File: config.mk
export PLATFORM = sky130hd
export DESIGN_NAME = keypad_scanner
export DESIGN_NICKNAME = d
export VERILOG_FILES = /design/src/rtl/keypad_pkg.sv /design/src/rtl/sync_2ff.sv /design/src/rtl/keypad_scanner.sv
export SDC_FILE = /design/constraint.sdc
export NUM_CORES = 1
export LEC_CHECK = 0
export ABC_AREA = 1
export ABC_CLOCK_PERIOD_IN_PS = 2100
export BUFFER_PORTS_ARGS = -buffer_cell sky130_fd_sc_hd__buf_2
export CORE_MARGIN = 2
export CORE_UTILIZATION = 55
export DETAILED_ROUTE_END_ITERATION = 6
export HOLD_SLACK_MARGIN = 0.08
export MAX_ROUTING_LAYER = met4
export PLACE_DENSITY = 0.74
export SETUP_SLACK_MARGIN = 0.1
export SLEW_MARGIN = 20
export SYNTH_ARGS = -nofsm -noshare
export SYNTH_HDL_FRONTEND = slang
export SYNTH_SLANG_ARGS = --single-unit
File: constraint.sdc
create_clock -name clk -period 2.1 [get_ports clk]
set_input_delay 0 -clock clk [delete_from_list [all_inputs] [get_ports clk]]
set_output_delay 0 -clock clk [all_outputs]
set_load 0.01 [all_outputs]
File: src/rtl/keypad_pkg.sv
// Shared types and helpers for the 4x4 keypad scanner.
package keypad_pkg;

    localparam int KP_N = 4;

    typedef enum logic [1:0] {
        SCAN     = 2'd0,
        DEBOUNCE = 2'd1,
        HELD     = 2'd2,
        RELEASE  = 2'd3
    } scan_state_t;

    // Lowest set bit as a one-hot code; zero in gives zero out.
    function automatic logic [KP_N-1:0] onehot_lowest(input logic [KP_N-1:0] v);
        logic [KP_N-1:0] res;
        res = '0;
        for (int i = KP_N - 1; i >= 0; i--) begin
            if (v[i]) begin
                res    = '0;
                res[i] = 1'b1;
            end
        end
        return res;
    endfunction

endpackage

File: src/rtl/sync_2ff.sv
// Two-flop synchronizer for asynchronous level inputs, with a settable reset value.
module sync_2ff #(
    parameter int               WIDTH     = 1,
    parameter logic [WIDTH-1:0] RESET_VAL = '0
) (
    input  logic             clk,
    input  logic             reset,
    input  logic [WIDTH-1:0] d,
    output logic [WIDTH-1:0] q
);

    logic [WIDTH-1:0] r_meta;
    logic [WIDTH-1:0] r_sync;

    always_ff @(posedge clk) begin
        if (reset) begin
            r_meta <= RESET_VAL;
            r_sync <= RESET_VAL;
        end else begin
            r_meta <= d;
            r_sync <= r_meta;
        end
    end

    assign q = r_sync;

endmodule

File: src/rtl/keypad_scanner.sv
// 4x4 matrix keypad scanner: column scan, row debounce, one-hot key latch.
// Define KEYPAD_REPEAT_EN to re-pulse key_valid every REPEAT_CYCLES while a key is held.
module keypad_scanner
    import keypad_pkg::*;
#(
    parameter int SCAN_DIV        = 16,
    parameter int DEBOUNCE_CYCLES = 50000,
    parameter int REPEAT_CYCLES   = 500000
) (
    input  logic       clk,
    input  logic       reset,
    input  logic [3:0] row_n,
    output logic [3:0] col_n,
    output logic [3:0] r,
    output logic [3:0] c,
    output logic       key_valid,
    output logic       key_held
);

    localparam int DIV_W = $clog2(SCAN_DIV + 1);
    localparam int DB_W  = $clog2(DEBOUNCE_CYCLES + 1);

    generate
        if (SCAN_DIV < 3 || DEBOUNCE_CYCLES < 1 || REPEAT_CYCLES < 1) begin : g_bad_params
            $error("keypad_scanner: SCAN_DIV must be >= 3 and cycle counts >= 1");
        end
    endgenerate

    logic [KP_N-1:0] w_row_sync;
    logic [KP_N-1:0] w_row_s;
    logic            w_hit;

    scan_state_t     r_state, w_state_next;
    logic [DIV_W-1:0] r_div, w_div_next;
    logic [1:0]      r_cidx, w_cidx_next;
    logic [DB_W-1:0] r_cnt, w_cnt_next;
    logic [KP_N-1:0] r_cand_r, w_cand_r_next;
    logic [KP_N-1:0] r_cand_c, w_cand_c_next;
    logic [KP_N-1:0] r_r, w_r_next;
    logic [KP_N-1:0] r_c, w_c_next;
    logic            r_valid, w_valid_next;
    logic            r_held, w_held_next;
`ifdef KEYPAD_REPEAT_EN
    localparam int REP_W = $clog2(REPEAT_CYCLES + 1);
    logic [REP_W-1:0] r_rep, w_rep_next;
`endif

    // Rows idle high through the pull-ups, so the synchronizer resets to all ones.
    sync_2ff #(
        .WIDTH     (KP_N),
        .RESET_VAL ({KP_N{1'b1}})
    ) u_row_sync (
        .clk   (clk),
        .reset (reset),
        .d     (row_n),
        .q     (w_row_sync)
    );

    assign w_row_s = ~w_row_sync;
    assign w_hit   = |(w_row_s & r_cand_r);

    always_ff @(posedge clk) begin
        if (reset) begin
            r_state  <= SCAN;
            r_div    <= '0;
            r_cidx   <= '0;
            r_cnt    <= '0;
            r_cand_r <= '0;
            r_cand_c <= '0;
            r_r      <= '0;
            r_c      <= '0;
            r_valid  <= 1'b0;
            r_held   <= 1'b0;
`ifdef KEYPAD_REPEAT_EN
            r_rep    <= '0;
`endif
        end else begin
            r_state  <= w_state_next;
            r_div    <= w_div_next;
            r_cidx   <= w_cidx_next;
            r_cnt    <= w_cnt_next;
            r_cand_r <= w_cand_r_next;
            r_cand_c <= w_cand_c_next;
            r_r      <= w_r_next;
            r_c      <= w_c_next;
            r_valid  <= w_valid_next;
            r_held   <= w_held_next;
`ifdef KEYPAD_REPEAT_EN
            r_rep    <= w_rep_next;
`endif
        end
    end

    always_comb begin
        w_state_next  = r_state;
        w_div_next    = r_div;
        w_cidx_next   = r_cidx;
        w_cnt_next    = r_cnt;
        w_cand_r_next = r_cand_r;
        w_cand_c_next = r_cand_c;
        w_r_next      = r_r;
        w_c_next      = r_c;
        w_valid_next  = 1'b0;
        w_held_next   = r_held;
`ifdef KEYPAD_REPEAT_EN
        w_rep_next    = r_rep;
`endif
        case (r_state)
            SCAN: begin
                // Rows are only trusted at the end of the column slot, after the synchronizer settles.
                if (r_div == DIV_W'(SCAN_DIV - 1)) begin
                    w_div_next = '0;
                    if (w_row_s == '0) begin
                        w_cidx_next = r_cidx + 2'd1;
                    end else begin
                        w_cand_r_next         = onehot_lowest(w_row_s);
                        w_cand_c_next         = '0;
                        w_cand_c_next[r_cidx] = 1'b1;
                        w_cnt_next            = '0;
                        w_state_next          = DEBOUNCE;
                    end
                end else begin
                    w_div_next = r_div + DIV_W'(1);
                end
            end
            DEBOUNCE: begin
                if (!w_hit) begin
                    w_cnt_next   = '0;
                    w_div_next   = '0;
                    w_cidx_next  = r_cidx + 2'd1;
                    w_state_next = SCAN;
                end else if (r_cnt == DB_W'(DEBOUNCE_CYCLES - 1)) begin
                    w_cnt_next   = '0;
                    w_r_next     = r_cand_r;
                    w_c_next     = r_cand_c;
                    w_valid_next = 1'b1;
                    w_held_next  = 1'b1;
                    w_state_next = HELD;
`ifdef KEYPAD_REPEAT_EN
                    w_rep_next   = '0;
`endif
                end else begin
                    w_cnt_next = r_cnt + DB_W'(1);
                end
            end
            HELD: begin
                if (!w_hit) begin
                    w_cnt_next   = '0;
                    w_state_next = RELEASE;
                end
`ifdef KEYPAD_REPEAT_EN
                else if (r_rep == REP_W'(REPEAT_CYCLES - 1)) begin
                    w_rep_next   = '0;
                    w_valid_next = 1'b1;
                end else begin
                    w_rep_next = r_rep + REP_W'(1);
                end
`endif
            end
            RELEASE: begin
                // A bounce back to pressed resumes the hold without a new pulse.
                if (w_hit) begin
                    w_cnt_next   = '0;
                    w_state_next = HELD;
                end else if (r_cnt == DB_W'(DEBOUNCE_CYCLES - 1)) begin
                    w_cnt_next   = '0;
                    w_div_next   = '0;
                    w_held_next  = 1'b0;
                    w_cidx_next  = r_cidx + 2'd1;
                    w_state_next = SCAN;
`ifdef KEYPAD_REPEAT_EN
                    w_rep_next   = '0;
`endif
                end else begin
                    w_cnt_next = r_cnt + DB_W'(1);
                end
            end
            default: begin
                w_state_next = SCAN;
            end
        endcase
    end

    genvar gi;
    generate
        for (gi = 0; gi < KP_N; gi++) begin : g_col
            assign col_n[gi] = (r_cidx != 2'(gi));
        end
    endgenerate

    assign r         = r_r;
    assign c         = r_c;
    assign key_valid = r_valid;
    assign key_held  = r_held;

endmodule

-- After elaboration in Yosys (flattened, before gate mapping)
Index checks and enable logic that the tools add are counted.
- word-level logic and storage cells: 94
- output and inout bits: 14
- input bits: 6
- register bits: 51
- equal/unequal tests: 19
- multiplexer cells: 38
- magnitude comparators: 2
- bitwise operators: 5
- reduce and logical (&&, ||, !) cells: 15
- add/subtract/negate cells: 3
- operator list (cell ; count):
    $mux 16 ; 6
    $pmux 16 s4 ; 1
    $mux 2 ; 12
    $ne 2x2->1 const B ; 11
    $mux 5 ; 4
    $add 16x1->16 const B ; 1
    $eq 16x16->1 const B ; 1
    $mux 4 ; 4
    $pmux 5 s3 ; 1
    $reduce_and 5->1 ; 2
    $reduce_and 3->1 ; 3
    $pmux 2 s4 ; 1
    $mux 1 ; 6
    $ne 3x3->1 const B ; 2
    $pmux 2 s3 ; 1
    $reduce_and 6->1 ; 1
    $add 5x1->5 const B ; 1
    $eq 5x4->1 const B ; 1
    $and 4x4->4 ; 1
    $eq 2x2->1 const B ; 2
    $logic_not 4->1 ; 1
    $not 4->4 ; 1
    $reduce_and 4->1 ; 1
    $reduce_bool 2->1 ; 2
    13 further kinds ; 15

-- Longest topological paths before layout
- word-level depth: 5
- gate-level depth with buffers: 12
- mapped depth without buffers: 11

-- Hierarchy
A second synthesis with hierarchy kept.
- cell total of the unflattened synthesis: 398
- area, all modules: 2720.1 um^2
- modules (own cells, without submodules) (module ; area each (um^2) ; sequential area each (um^2) ; instances ; cells an instance):
    keypad_scanner ; 2496.1 ; 860.8 ; 1 ; 373
    sync_2ff ; 224.0 ; 160.2 ; 1 ; 25

-- Worst setup path after synthesis
Ideal clock, no wire load.
- path kind: flip-flop to flip-flop
- from: register r_div[0]
- to: register r_cnt[15]
- clock period less this slack: 1.426 ns
- stages on the path, launching flop included: 10
- data required time: 1.973 ns
- setup slack: 0.674 ns
- path buffers: 1
- arrival: 1.299 ns
- library setup time: 0.127 ns
- path through: dfxtp_1 > ha_1 > nand4_1 > nand2_1 > nand2_2 > nor2_8 > buf_6 > nor2_1 > nor2_1 > nor2_1
- word-level cells in the longest chain between the ends: 3
- RTL lines (item ; RTL line ; source):
    start, declared ; keypad_scanner.sv:34 ; logic [DIV_W-1:0] r_div, w_div_next;
    start signal, assigned ; keypad_scanner.sv:79 ; r_div <= w_div_next;
    $eq 5x4->1 ; keypad_scanner.sv:111 ; if (r_div == DIV_W'(SCAN_DIV - 1)) begin
    $ne 2x2->1 (no line) ; - ;
    $reduce_and 3->1 (no line) ; - ;
    end signal, assigned ; keypad_scanner.sv:81 ; r_cnt <= w_cnt_next;
    end, declared ; keypad_scanner.sv:36 ; logic [DB_W-1:0] r_cnt, w_cnt_next;
No other way between the ends.
A chain may end at the register's enable or synchronous reset.

-- Worst setup path after layout
- from: register r_cnt[0]
- to: register r_c[1], in the netlist c[1]
- word-level cells in the longest chain between the ends: 2
- RTL lines (item ; RTL line ; source):
    $eq 16x16->1 ; keypad_scanner.sv:132 ; end else if (r_cnt == DB_W'(DEBOUNCE_CYCLES - 1)) begin
    $reduce_and 3->1 (no line) ; - ;
    end signal, assigned ; keypad_scanner.sv:85 ; r_c <= w_c_next;
    end, declared ; keypad_scanner.sv:40 ; logic [KP_N-1:0] r_c, w_c_next;
No other way between the ends.

==> results.py <==
metrics = {
    "sta": {
        "max-slew-margin-rel": 0.689,
        "rsz0062_at_grt": "false",
        "slew_violations": 0,
        "fin_crit_sh": 0.803,
        "hold_viol": 0,
        "max_freq_mhz": 593,
        "tns_ns": 0,
        "worst_slew_pin_slew_ns": 0.461,
        "setup_viol": 0,
        "clock_skew_ns": 0.0115,
        "min_period_ns": 1.69,
    },
    "critical_path": {
        "timing.rr.start": "r_cnt[0]$_SDFFE_PP0P_",
        "r2r-end": "c[1]$_SDFFE_PP0P_",
        "reg2reg_depth": 8,
        "required_ns": 2.30,
        "worst-setup-path-type": "flip-flop to flip-flop",
        "crit_fanout": 10,
        "reg2reg_slack_ns": 0.41,
        "endpoint_kind": "flip-flop",
        "worstSetupStartpointType": "flip-flop",
        "cp_data_arrival_time_ns": 1.89,
    },
    "clock_network": {
        "post_cts_buffers": 0,
        "cts_root_buffer": "clkbuf_8",
        "cts_tree": "yes",
        "cts_buffers": 5,
        "insertion_delay_ns": 0.30,
        "cts.sinks": 51,
        "ctsLongestPathBuffers": 2,
        "htree_levels": 2,
        "path_clk_slew_ns": 0.09,
    },
    "cells_and_area": {
        "final_common_cell": "nand2_1",
        "drive_gt1_frac": 0.147,
        "fillCellCount": 410,
        "final_cell_area_um2": 2860,
        "final_cell_mix": "nand2_1 (89), nor2_1 (64), dfxtp_1 (51), inv_1 (47), nand3_1 (34)",
        "insertedDiodeCount": 0,
        "fin_nets": 418,
        "area_growth_pct": 11.3,
    },
    "die": {
        "dieArea_um2": 5230,
        "die_w_um": 72.3,
        "rows": 24,
        "die_h_um": 72.3,
        "ios": 20,
        "start_util": 0.582,
        "core_area_um2": 4410,
    },
    "logic_synthesis": {
        "syn_area_um2": 2570,
        "syn-num-nets": 392,
        "synthCells": 380,
        "synth_seq_cells": 51,
        "ys_warn_count": 0,
        "avgSynthCellArea_um2": 6.76,
        "ys_types": 29,
        "yosysSeqAreaShare": 0.398,
        "ys_async_sr_fraction": 0,
        "synth_flop_cell": "dfxtp_1",
        "synth-edff-count": 0,
    },
    "worst_hold_path": {
        "worstHoldPathCells": 1,
        "hold_class": "flip-flop to flip-flop",
        "whs_endpoint": "u_row_sync.q[1]$_SDFF_PP1_",
        "hp-start": "u_row_sync.r_meta[1]$_SDFF_PP1_",
    },
    "grt": {
        "grt_pass1_wl_um": 9910,
        "grt_pass1_vias": 2333,
        "grt_max_degree": 19,
        "track_usage": 0.247,
        "grt_remaining_overflow": 0,
        "antenna_found_initial": 0,
    },
    "detailed_routing": {
        "vias": 2377,
        "dr.pass1.iters": 4,
        "totalWireLength_um": 5520,
        "drcViolationCount": 0,
        "drtIter0Drc": 110,
        "drtAntennaViolNets": 0,
        "wl_per_cell_um": 12.0,
        "drt-vias-per-instance": 5.18,
    },
    "place": {
        "place.gp.congestion": 0.902,
        "place_area_um2": 2690,
        "dp_hpwl_um": 4050,
        "io_buffers": 19,
    },
    "power_and_ir_drop": {
        "p_leak_nw": 1.34,
        "p_per_area_nw_per_um2": 606,
        "peakVddDrop_uv": 457,
    },
    "flow_run": {
        "cap_violations": 0,
    },
    "outcome": {
        "outcome": "finished clean",
    },
}
## metal layers
| metal | global-route usage | wire, um | vias up |
|---|---|---|---|
| met4 | 0.0943 | 153 | 0 |
| met5 | - | 0 | - |
| met1 | 0.281 | 2440 | 1082 |
| li1 | - | - | 1237 |
| met2 | 0.429 | 2780 | 44 |
| met3 | 0.0444 | 146 | 14 |
## final cells by class
| class | instances | area, um^2 | share of cell area |
|---|---|---|---|
| multi-input cells | 269 | 1300 | 0.455 |
| flip-flops and latches | 51 | 1020 | 0.357 |
| inverters | 53 | 199 | 0.0696 |
| repair buffers | 26 | 160 | 0.0561 |
| clock buffers | 5 | 68.8 | 0.0241 |
| well taps | 52 | 65.1 | 0.0228 |
| clock inverters | 3 | 43.8 | 0.0153 |
## registers in the layout, indices dropped and copies added, names as in the netlist, named ones only
signal and cells:
r_div 5, r_cand_r 4, r_state 1, key_valid 1
u_row_sync.q 4, u_row_sync.r_meta 4, c 4, key_held 1
r_cidx 2, r 4, r_cand_c 4, r_cnt 16
## worst max-delay path, stage by stage, from the launching register on
cell	delay [ns]
dfxtp_1	0.40
ha_1	0.22
nand3_2	0.16
nor2_1	0.14
nand2_1	0.10
nor2_4	0.24
inv_2	0.13
nor2_1	0.14
nor2_1	0.06
## where the power goes
part	leakage, nW	switching, W	total (W)	internal, W
Combinational	0.867	0.0000372	0.0000673	0.0000301
Sequential	0.413	0.00000808	0.000986	0.000978
Clock	0.0581	0.000323	0.000678	0.000355
Total	1.34	0.000368	0.00173	0.00136
## cells by family (layout without fill, tap and decap cells)
kind of cell	count (synthesis)	in the layout	share of synthesized area
AOI/OAI and AO/OA	41	41	0.0867
xor gates and xnor gates	1	1	0.00341
adders and majority gates	6	6	0.0292
buffers and inverters	60	87	0.0965
DFF	51	51	0.398
and+or+nand+nor	221	221	0.386
## synthesized netlist by cell type, drive strengths merged, types with 2 or more instances
cell / instances / area share
a21oi: 12 / 0.025
buf: 4 / 0.015
clkbuf: 3 / 0.0044
clkinv: 2 / 0.0029
dfxtp: 51 / 0.40
ha: 6 / 0.029
inv: 51 / 0.075
nand2: 97 / 0.15
nand3: 36 / 0.074
nand4: 6 / 0.015
nor2: 71 / 0.12
o21ai: 23 / 0.045
o21bai: 3 / 0.0088
or2: 9 / 0.022
## how the worst max path moves through the flow
stage | cells past startpoint | endpoint | startpoint | slack (ns)
floorplan | 9 | r_cnt[15]$_SDFFE_PP0P_ | r_div[0]$_SDFFE_PP0P_ | 0.67
global placement | 10 | r_cnt[8]$_SDFFE_PP0P_ | r_div[0]$_SDFFE_PP0P_ | 0.44
detailed placement | 10 | r_cnt[8]$_SDFFE_PP0P_ | r_div[1]$_SDFFE_PP0P_ | 0.39
CTS | 10 | r_cnt[8]$_SDFFE_PP0P_ | r_div[1]$_SDFFE_PP0P_ | 0.39
global route | 10 | r_cnt[8]$_SDFFE_PP0P_ | r_div[0]$_SDFFE_PP0P_ | 0.15
finish | 8 | c[1]$_SDFFE_PP0P_ | r_cnt[0]$_SDFFE_PP0P_ | 0.41
## timing repair
action                     CTS  global route
gates resized for setup      0             1
hold endpoints to repair    10             0
setup endpoints to repair    0             1
hold buffers                 5             0
## per-stage QoR
stage	cells	setup slack, ns	power (W)	utilization	hold WS (ns)
floorplan	380	0.674	0.00105	-	0.104
global placement	446	0.444	0.00107	0.610	0.182
CTS	459	0.388	0.00176	0.647	0.402
finish	459	0.415	0.00173	0.647	0.412
detailed placement	446	0.393	0.00107	0.610	0.184
global route	459	0.150	0.00181	0.647	0.413
Power figures use the tool's default switching activity.
